===== config.mk =====
export PLATFORM = sky130hd
export DESIGN_NAME = rover_motor_pwm
export DESIGN_NICKNAME = d
export VERILOG_FILES = /design/src/rtl/rover_motor_pwm.sv
export SDC_FILE = /design/constraint.sdc
export NUM_CORES = 1
export LEC_CHECK = 0
export CORE_ASPECT_RATIO = 0.7
export CORE_MARGIN = 2
export CORE_UTILIZATION = 30
export CTS_BUF_LIST = sky130_fd_sc_hd__clkbuf_4 sky130_fd_sc_hd__clkbuf_8 sky130_fd_sc_hd__clkbuf_16
export DETAILED_ROUTE_END_ITERATION = 8
export PLACE_DENSITY_LB_ADDON = 0.3
export SLEW_MARGIN = 25
export SYNTH_ARGS = -nofsm -noshare
export SYNTH_HDL_FRONTEND = slang
export SYNTH_SLANG_ARGS = --single-unit

===== constraint.sdc =====
create_clock -name clk -period 3.98 [get_ports clk]
set_input_delay 0.796 -clock clk [delete_from_list [all_inputs] [get_ports clk]]
set_output_delay 0.796 -clock clk [all_outputs]
set_load 0.005 [all_outputs]

===== src/rtl/rover_motor_pwm.sv =====
// rover_motor_pwm: two-channel H-bridge drive stage with soft-start duty
// ramping, a shared PWM counter and enforced dead time on every stop or
// direction reversal.
//
// Ports
//   clk       system clock
//   rst_n     asynchronous active-low reset
//   motor_in  command pairs, [3:2] left, [1:0] right (asynchronous to clk)
//   motor_en  command enables, [1] left, [0] right (asynchronous to clk)
//   hb_in     H-bridge direction pins, same mapping as motor_in (registered)
//   hb_en     H-bridge enable pins, PWM-modulated (registered)
//   busy      per channel, high while the channel is in dead time (registered)
module rover_motor_pwm #(
   parameter int unsigned PWM_BITS = 8,
   parameter int unsigned DUTY_MAX = 200,
   parameter int unsigned RAMP_DIV = 1000,
   parameter int unsigned DEADTIME = 50
) (
   input  logic       clk,
   input  logic       rst_n,
   input  logic [3:0] motor_in,
   input  logic [1:0] motor_en,
   output logic [3:0] hb_in,
   output logic [1:0] hb_en,
   output logic [1:0] busy
);

   localparam int unsigned NCH    = 2;
   localparam int unsigned RAMP_W = (RAMP_DIV > 1) ? $clog2(RAMP_DIV) : 1;
   localparam int unsigned DEAD_W = (DEADTIME > 1) ? $clog2(DEADTIME) : 1;

   typedef enum logic [1:0] {
      ST_IDLE = 2'd0,
      ST_RAMP = 2'd1,
      ST_RUN  = 2'd2,
      ST_DEAD = 2'd3
   } state_e;

   // Two-flop synchronizer stages
   logic [3:0] motor_in_s1_q, motor_in_s1_d;
   logic [3:0] motor_in_s2_q, motor_in_s2_d;
   logic [1:0] motor_en_s1_q, motor_en_s1_d;
   logic [1:0] motor_en_s2_q, motor_en_s2_d;

   // Shared PWM counter
   logic [PWM_BITS-1:0] pwm_cnt_q, pwm_cnt_d;

   // Per-channel state
   state_e              state_q    [NCH];
   state_e              state_d    [NCH];
   logic [1:0]          dir_q      [NCH];
   logic [1:0]          dir_d      [NCH];
   logic [PWM_BITS-1:0] duty_q     [NCH];
   logic [PWM_BITS-1:0] duty_d     [NCH];
   logic [RAMP_W-1:0]   ramp_cnt_q [NCH];
   logic [RAMP_W-1:0]   ramp_cnt_d [NCH];
   logic [DEAD_W-1:0]   dead_cnt_q [NCH];
   logic [DEAD_W-1:0]   dead_cnt_d [NCH];

   // Registered outputs
   logic [3:0] hb_in_q, hb_in_d;
   logic [1:0] hb_en_q, hb_en_d;
   logic [1:0] busy_q, busy_d;

   // Decoded command per channel
   logic [1:0] cmd_pair [NCH];
   logic       cmd_go   [NCH];

   // Synchronizer and PWM counter next values
   always_comb begin
      motor_in_s1_d = motor_in;
      motor_in_s2_d = motor_in_s1_q;
      motor_en_s1_d = motor_en;
      motor_en_s2_d = motor_en_s1_q;
      pwm_cnt_d     = pwm_cnt_q + PWM_BITS'(1);
   end

   // Command decode: 01/10 with enable is go; 00, 11 or disabled is stop
   always_comb begin
      for (int c = 0; c < NCH; c++) begin
         cmd_pair[c] = motor_in_s2_q[2*c +: 2];
         cmd_go[c]   = motor_en_s2_q[c] &&
                       ((cmd_pair[c] == 2'b01) || (cmd_pair[c] == 2'b10));
      end
   end

   // Per-channel next state and next outputs
   always_comb begin
      hb_in_d = '0;
      hb_en_d = '0;
      busy_d  = '0;
      for (int c = 0; c < NCH; c++) begin
         state_d[c]    = state_q[c];
         dir_d[c]      = dir_q[c];
         duty_d[c]     = duty_q[c];
         ramp_cnt_d[c] = ramp_cnt_q[c];
         dead_cnt_d[c] = dead_cnt_q[c];

         unique case (state_q[c])
            ST_IDLE: begin
               duty_d[c] = '0;
               if (cmd_go[c]) begin
                  state_d[c]    = ST_RAMP;
                  dir_d[c]      = cmd_pair[c];
                  ramp_cnt_d[c] = '0;
               end
            end

            ST_RAMP: begin
               if (!cmd_go[c] || (cmd_pair[c] != dir_q[c])) begin
                  state_d[c]    = ST_DEAD;
                  duty_d[c]     = '0;
                  dead_cnt_d[c] = '0;
               end else if (ramp_cnt_q[c] == RAMP_W'(RAMP_DIV - 1)) begin
                  ramp_cnt_d[c] = '0;
                  duty_d[c]     = duty_q[c] + PWM_BITS'(1);
                  if ((duty_q[c] + PWM_BITS'(1)) == PWM_BITS'(DUTY_MAX)) begin
                     state_d[c] = ST_RUN;
                  end
               end else begin
                  ramp_cnt_d[c] = ramp_cnt_q[c] + RAMP_W'(1);
               end
            end

            ST_RUN: begin
               duty_d[c] = PWM_BITS'(DUTY_MAX);
               if (!cmd_go[c] || (cmd_pair[c] != dir_q[c])) begin
                  state_d[c]    = ST_DEAD;
                  duty_d[c]     = '0;
                  dead_cnt_d[c] = '0;
               end
            end

            ST_DEAD: begin
               duty_d[c] = '0;
               // Command is only looked at on the last dead-time clock
               if (dead_cnt_q[c] == DEAD_W'(DEADTIME - 1)) begin
                  dead_cnt_d[c] = '0;
                  if (cmd_go[c]) begin
                     state_d[c]    = ST_RAMP;
                     dir_d[c]      = cmd_pair[c];
                     ramp_cnt_d[c] = '0;
                  end else begin
                     state_d[c] = ST_IDLE;
                  end
               end else begin
                  dead_cnt_d[c] = dead_cnt_q[c] + DEAD_W'(1);
               end
            end

            default: begin
               state_d[c] = ST_IDLE;
               duty_d[c]  = '0;
            end
         endcase

         // Outputs are derived from next-state values so they register with it
         if ((state_d[c] == ST_RAMP) || (state_d[c] == ST_RUN)) begin
            hb_in_d[2*c +: 2] = dir_d[c];
            hb_en_d[c]        = (pwm_cnt_d < duty_d[c]);
         end
         busy_d[c] = (state_d[c] == ST_DEAD);
      end
   end

   // Register bank
   always_ff @(posedge clk or negedge rst_n) begin
      if (!rst_n) begin
         motor_in_s1_q <= '0;
         motor_in_s2_q <= '0;
         motor_en_s1_q <= '0;
         motor_en_s2_q <= '0;
         pwm_cnt_q     <= '0;
         hb_in_q       <= '0;
         hb_en_q       <= '0;
         busy_q        <= '0;
         for (int c = 0; c < NCH; c++) begin
            state_q[c]    <= ST_IDLE;
            dir_q[c]      <= '0;
            duty_q[c]     <= '0;
            ramp_cnt_q[c] <= '0;
            dead_cnt_q[c] <= '0;
         end
      end else begin
         motor_in_s1_q <= motor_in_s1_d;
         motor_in_s2_q <= motor_in_s2_d;
         motor_en_s1_q <= motor_en_s1_d;
         motor_en_s2_q <= motor_en_s2_d;
         pwm_cnt_q     <= pwm_cnt_d;
         hb_in_q       <= hb_in_d;
         hb_en_q       <= hb_en_d;
         busy_q        <= busy_d;
         for (int c = 0; c < NCH; c++) begin
            state_q[c]    <= state_d[c];
            dir_q[c]      <= dir_d[c];
            duty_q[c]     <= duty_d[c];
            ramp_cnt_q[c] <= ramp_cnt_d[c];
            dead_cnt_q[c] <= dead_cnt_d[c];
         end
      end
   end

   assign hb_in = hb_in_q;
   assign hb_en = hb_en_q;
   assign busy  = busy_q;

endmodule


Yosys cells after proc, flatten, opt, wreduce, memory -nomap -nowiden
Cells that the tools add are included.
{"block": "totals", "ff_bits": 84, "output_inout_bits": 8}
{"block": "op_classes", "add_sub_neg": 7, "n_lt_le_gt_ge": 2, "eq_ne": 30, "muxes": 50, "n_reduce_logical": 24}
{"operator": "$mux 10", "count": 8}
{"operator": "$pmux 10 s3", "count": 2}
{"operator": "$mux 8", "count": 6}
{"operator": "$pmux 8 s3", "count": 2}
{"operator": "$mux 2", "count": 18}
{"operator": "$add 8x1->8 const B", "count": 3}
{"operator": "$mux 6", "count": 4}
{"operator": "$pmux 6 s2", "count": 2}
{"operator": "$add 10x1->10 const B", "count": 2}
{"operator": "$eq 10x10->1 const B", "count": 2}
{"operator": "$eq 2x2->1 const B", "count": 10}
{"operator": "$eq 8x8->1 const B", "count": 2}
{"operator": "$lt 8x8->1", "count": 2}
{"operator": "$pmux 2 s4", "count": 2}
{"operator": "$add 6x1->6 const B", "count": 2}
{"operator": "$eq 2x1->1 const B", "count": 6}
{"operator": "$eq 6x6->1 const B", "count": 2}
{"operator": "$ne 2x2->1 const B", "count": 4}
{"operator": "$pmux 2 s2", "count": 2}
{"operator": "$reduce_or 2->1", "count": 4}
{"operator": "$logic_or 1x1->1", "count": 6}
{"operator": "$reduce_and 3->1", "count": 2}
{"operator": "$reduce_bool 3->1", "count": 2}
{"operator": "$logic_not 2->1", "count": 2}
{"operator": "other kinds (7)", "count": 16}

Longest topological paths before layout
{"block": "logic_depth", "ltp_word": 10, "mapped_depth": 12}

Least setup slack after synthesis
OpenSTA, ideal clock, no wires.
{"block": "synth_timing", "kind": "reg2reg", "from": "reg ramp_cnt_q[0] in the netlist's numbering", "to": "reg hb_en_q[1] (netlist: hb_en[1])", "setup_ns": 0.120, "arrival_time_ns": 2.588, "required_time_ns": 3.860, "path_slack_ns": 1.272, "path_stages_with_launch": 12, "n_path_buf": 0, "cell_sequence": "dfrtp_1 > ha_1 > nand4b_1 > nor3_4 > nand3_1 > xor2_1 > a211o_1 > ha_1 > a211oi_1 > nor2b_1 > o31a_1 > a41o_1"}
{"block": "synth_via", "elab_chain_len": 7, "word_cells_on_any_way": 12, "classes_between": "order compare: 1; eq/ne: 3; mux: 7; reduce/logical: 1"}
{"item": "start, declared", "line_no": "55", "text": "logic [RAMP_W-1:0] ramp_cnt_q [NCH];"}
{"item": "start signal, assigned by index", "line_no": "197", "text": "ramp_cnt_q[c] <= ramp_cnt_d[c];"}
{"item": "$eq 10x10->1 *", "line_no": "114", "text": "end else if (ramp_cnt_q[c] == RAMP_W'(RAMP_DIV - 1)) begin"}
{"item": "parallel branches: the longest is 5 deep, another holds $lt 8x8->1"}
{"item": "$mux 1 *", "line_no": "158", "text": "if ((state_d[c] == ST_RAMP) || (state_d[c] == ST_RUN)) begin"}
{"item": "named net hb_en_d[1]", "line_no": "62", "text": "logic [1:0] hb_en_q, hb_en_d;"}
{"item": "end signal, assigned", "line_no": "191", "text": "hb_en_q <= hb_en_d;"}
{"item": "end, declared", "line_no": "62"}
Mark *: on every way through the listed nets, which the timed path passes.
A chain may end at the register's enable or synchronous reset.

Worst setup path after layout
{"block": "layout_timing", "from": "reg ramp_cnt_q[10] in the netlist's numbering", "to": "reg hb_en_q[0] (netlist: hb_en[0])"}
Same word-level chain as after synthesis.

==> impl_metrics.toml <==
[cts]
numCtsBuffers = 9
htreeDepth = 3
cts_tree = "yes"
postCtsResizedCells = 0
cts_buffer_depth = 2
clkTransAtPathRegs_ps = 60
clk_latency_ps = 350
cts_root_buf = "clkbuf_16"
cts.sinks = 84
postCtsSetupBuffers = 0
cts_hold_buffers = 0

[setup_path]
worst_setup_path_start_kind = "register"
r2r_end = "hb_en[0]"
slowest_delay_ps = 450
crit-reg2reg-launch = "ramp_cnt_q[10]"
worstPathArrival_ps = 3200
regToRegSetupSlack_ps = 1010
cp_cell_sequence = "ha_1, nand4b_2, nor4_2, nand4_1, xor2_1, a21o_1, ha_1, nand4_1, o31a_1, a41o_1"
crit_path_end_kind = "register"
critPathRequiredTime_ps = 4210
critical_path_class = "reg2reg"
crit_path_max_fanout = 6
ff2ff_path_depth = 10
cp_slowest_cell = "nor4_2"
critPathLaunch = "ramp_cnt_q[10]"

[logic_synthesis]
ys_async_sr_fraction_pct = 100
synth_ff_type = "dfrtp_1"
synthesis.instances = 500
synth_most_common_cell = "dfrtp_1"
synthTopCellsByArea = "dfrtp_1, ha_1, o21ai_0"
synth_area_um2 = 4970
yosysTopAreaCellShare_pct = 42.3
synth-edff-count = 0
yosysWarnings = 0
synth.distinct_cells = 61
syn-num-nets = 542
yosysSeqAreaShare_pct = 42.3
synth-seq-cells = 84
post-synth-top-area-cell = "dfrtp_1"
synth_commonest_cells = "dfrtp_1, o21ai_0, ha_1, nand2_1, nor2_1"
synth_area_per_cell_um2 = 9.93

[detailed_routing]
dr.pass1.iters = 4
remaining_drc_errors = 0
routed_via_density = 5.09
drt_wl_total_mm = 10.4
via_count = 3777
wire_per_inst_um = 14.0
first_iter_violations = 257
antenna_left = 0

[sta]
rsz0062_at_grt = "no"
fin_skew_ps = 7.12
hold_slack_ps = 346
slew_headroom_pct = 48.2
period_needed_ps = 2970
tns_ps = 0
slew_violations = 0
setup_viol = 0
finalCritPeriodShare_pct = 74.7
max_freq_mhz = 337
hold_viol = 0
tightestPinTransition_ps = 776

[die]
num_rows = 39
coreArea_um2 = 16200
initial_utilization_pct = 30.6
fp.dieW_um = 158
dieArea_um2 = 17600
fp.dieH_um = 112
pin_count = 16

[pwr]
switching_share_pct = 35.2
power_density_nw_per_um2 = 519
p_sw_uw = 1030
seqPwrFrac_pct = 36.9
total_power_uw = 2920
leakagePower_uw = 0.00242
pwr-share-comb_pct = 34.1
power.clock.fraction_pct = 29.0
p_int_uw = 1890
vdd_drop_max_v = 0.000235

[global_route]
antenna_found_initial = 0
grt_pass1_vias = 3690
grt_max_degree = 85
grt_pass1_wl_mm = 18.1
gr-usage-all-layers_pct = 12.8
overflow = 0

[place]
port_buffers = 15
dp.cells = 727
routabilityCongestion = 0.831
dp_hpwl_mm = 7.33

[hold_path]
holdCritStartpoint = "motor_in_s1_q[3]"
min_path_type = "reg2reg"
whs_endpoint = "motor_in_s2_q[3]"
min_path_cells = 0

[layout]
n_antenna_cell = 0
layout-drive-gt1-share_pct = 8.12
num-nets-final = 555
post_layout_nonfiller_instances = 742
fillers = 1622
multi_input_area_um2 = 2710
seq_area_um2 = 2100
area_growth_syn_to_layout_pct = 13.4

[run_status]
outcome = "finished clean"

[run]
max_cap_violations = 0
## worst max-delay path by stage
stage	cells past startpoint	slack, ps	to
after floorplan	11	1270	hb_en[1]
after global placement	10	1100	hb_en[1]
after detailed placement	11	1030	hb_en[1]
after CTS	11	1010	hb_en[1]
after global routing	12	770	hb_en[0]
final	10	1010	hb_en[0]
## critical path, delay by kind of cell (launching register included)
kind,cells,cell delay (ps)
adders and majority gates,2,570
DFF,1,410
and+or+nand+nor,4,990
xor gates and xnor gates,1,180
AOI/OAI and AO/OA,3,690
## metrics by stage
step / setup WS, ps / instance area [um^2] / utilization, %
2_1_floorplan: 1270 / 4970 / -
6_report: 1010 / 5630 / 34.7
3_5_place_dp: 1030 / 5330 / 32.8
5_1_grt: 772 / 5630 / 34.7
4_1_cts: 1010 / 5630 / 34.7
3_3_place_gp: 1100 / 5330 / 32.8
## final cells by class
class | instances | area share [%]
tap | 225 | 5.00
timing repair buffer | 15 | 2.69
inverter | 23 | 1.53
sequential | 84 | 37.3
clock buffer | 13 | 4.64
clock inverter | 2 | 0.622
multi-input combinational | 380 | 48.2
## registers in the layout, summed over array words and instances (netlist names)
| name | cells |
|---|---|
| hb_en | 2 |
| motor_in_s1_q | 4 |
| ramp_cnt_q | 20 |
| state_q | 4 |
| motor_en_s2_q | 2 |
| motor_en_s1_q | 2 |
| hb_in | 4 |
| busy | 2 |
| pwm_cnt_q | 8 |
| duty_q | 16 |
| dead_cnt_q | 12 |
| dir_q | 4 |
| motor_in_s2_q | 4 |
## kinds of logic (layout without fill, tap and decap cells)
logic type | count (synthesis) | count (layout) | share of synthesized area [%]
muxes | 5 | 5 | 1.28
and+or+nand+nor | 180 | 180 | 21.2
buffers and inverters | 36 | 53 | 3.05
DFF | 84 | 84 | 42.3
AOI/OAI and AO/OA | 138 | 138 | 19.6
xor gates and xnor gates | 23 | 23 | 4.06
adders and majority gates | 34 | 34 | 8.57
## power by group through the flow
| stage | clock network [uW] | logic, uW | registers, uW |
|---|---|---|---|
| global placement | 0 | 980 | 1080 |
| global route | 919 | 1120 | 1090 |
| finish | 849 | 996 | 1080 |
| detailed placement | 0 | 1000 | 1090 |
| floorplan | 0 | 715 | 1060 |
| CTS | 882 | 1010 | 1080 |
## placed cells by master (no fill, tap or decap), types with 12 or more instances in the layout
cell type	Yosys	layout
nor2_1	29	29
clkdlybuf4s50_1	0	14
nand2b_1	14	14
nand2_1	34	34
inv_1	23	23
a21oi_1	20	20
nand3_1	27	27
o21ai_0	41	41
o31ai_1	20	20
nand4_1	12	12
ha_1	34	34
xor2_1	14	14
dfrtp_1	84	84
## metal layers
metal,global-route usage [%],wire length (um)
met1,19.2,5580
met2,17.4,4340
met3,3.93,362
met4,3.52,104
met5,0,0
Power figures use the tool's default switching activity.
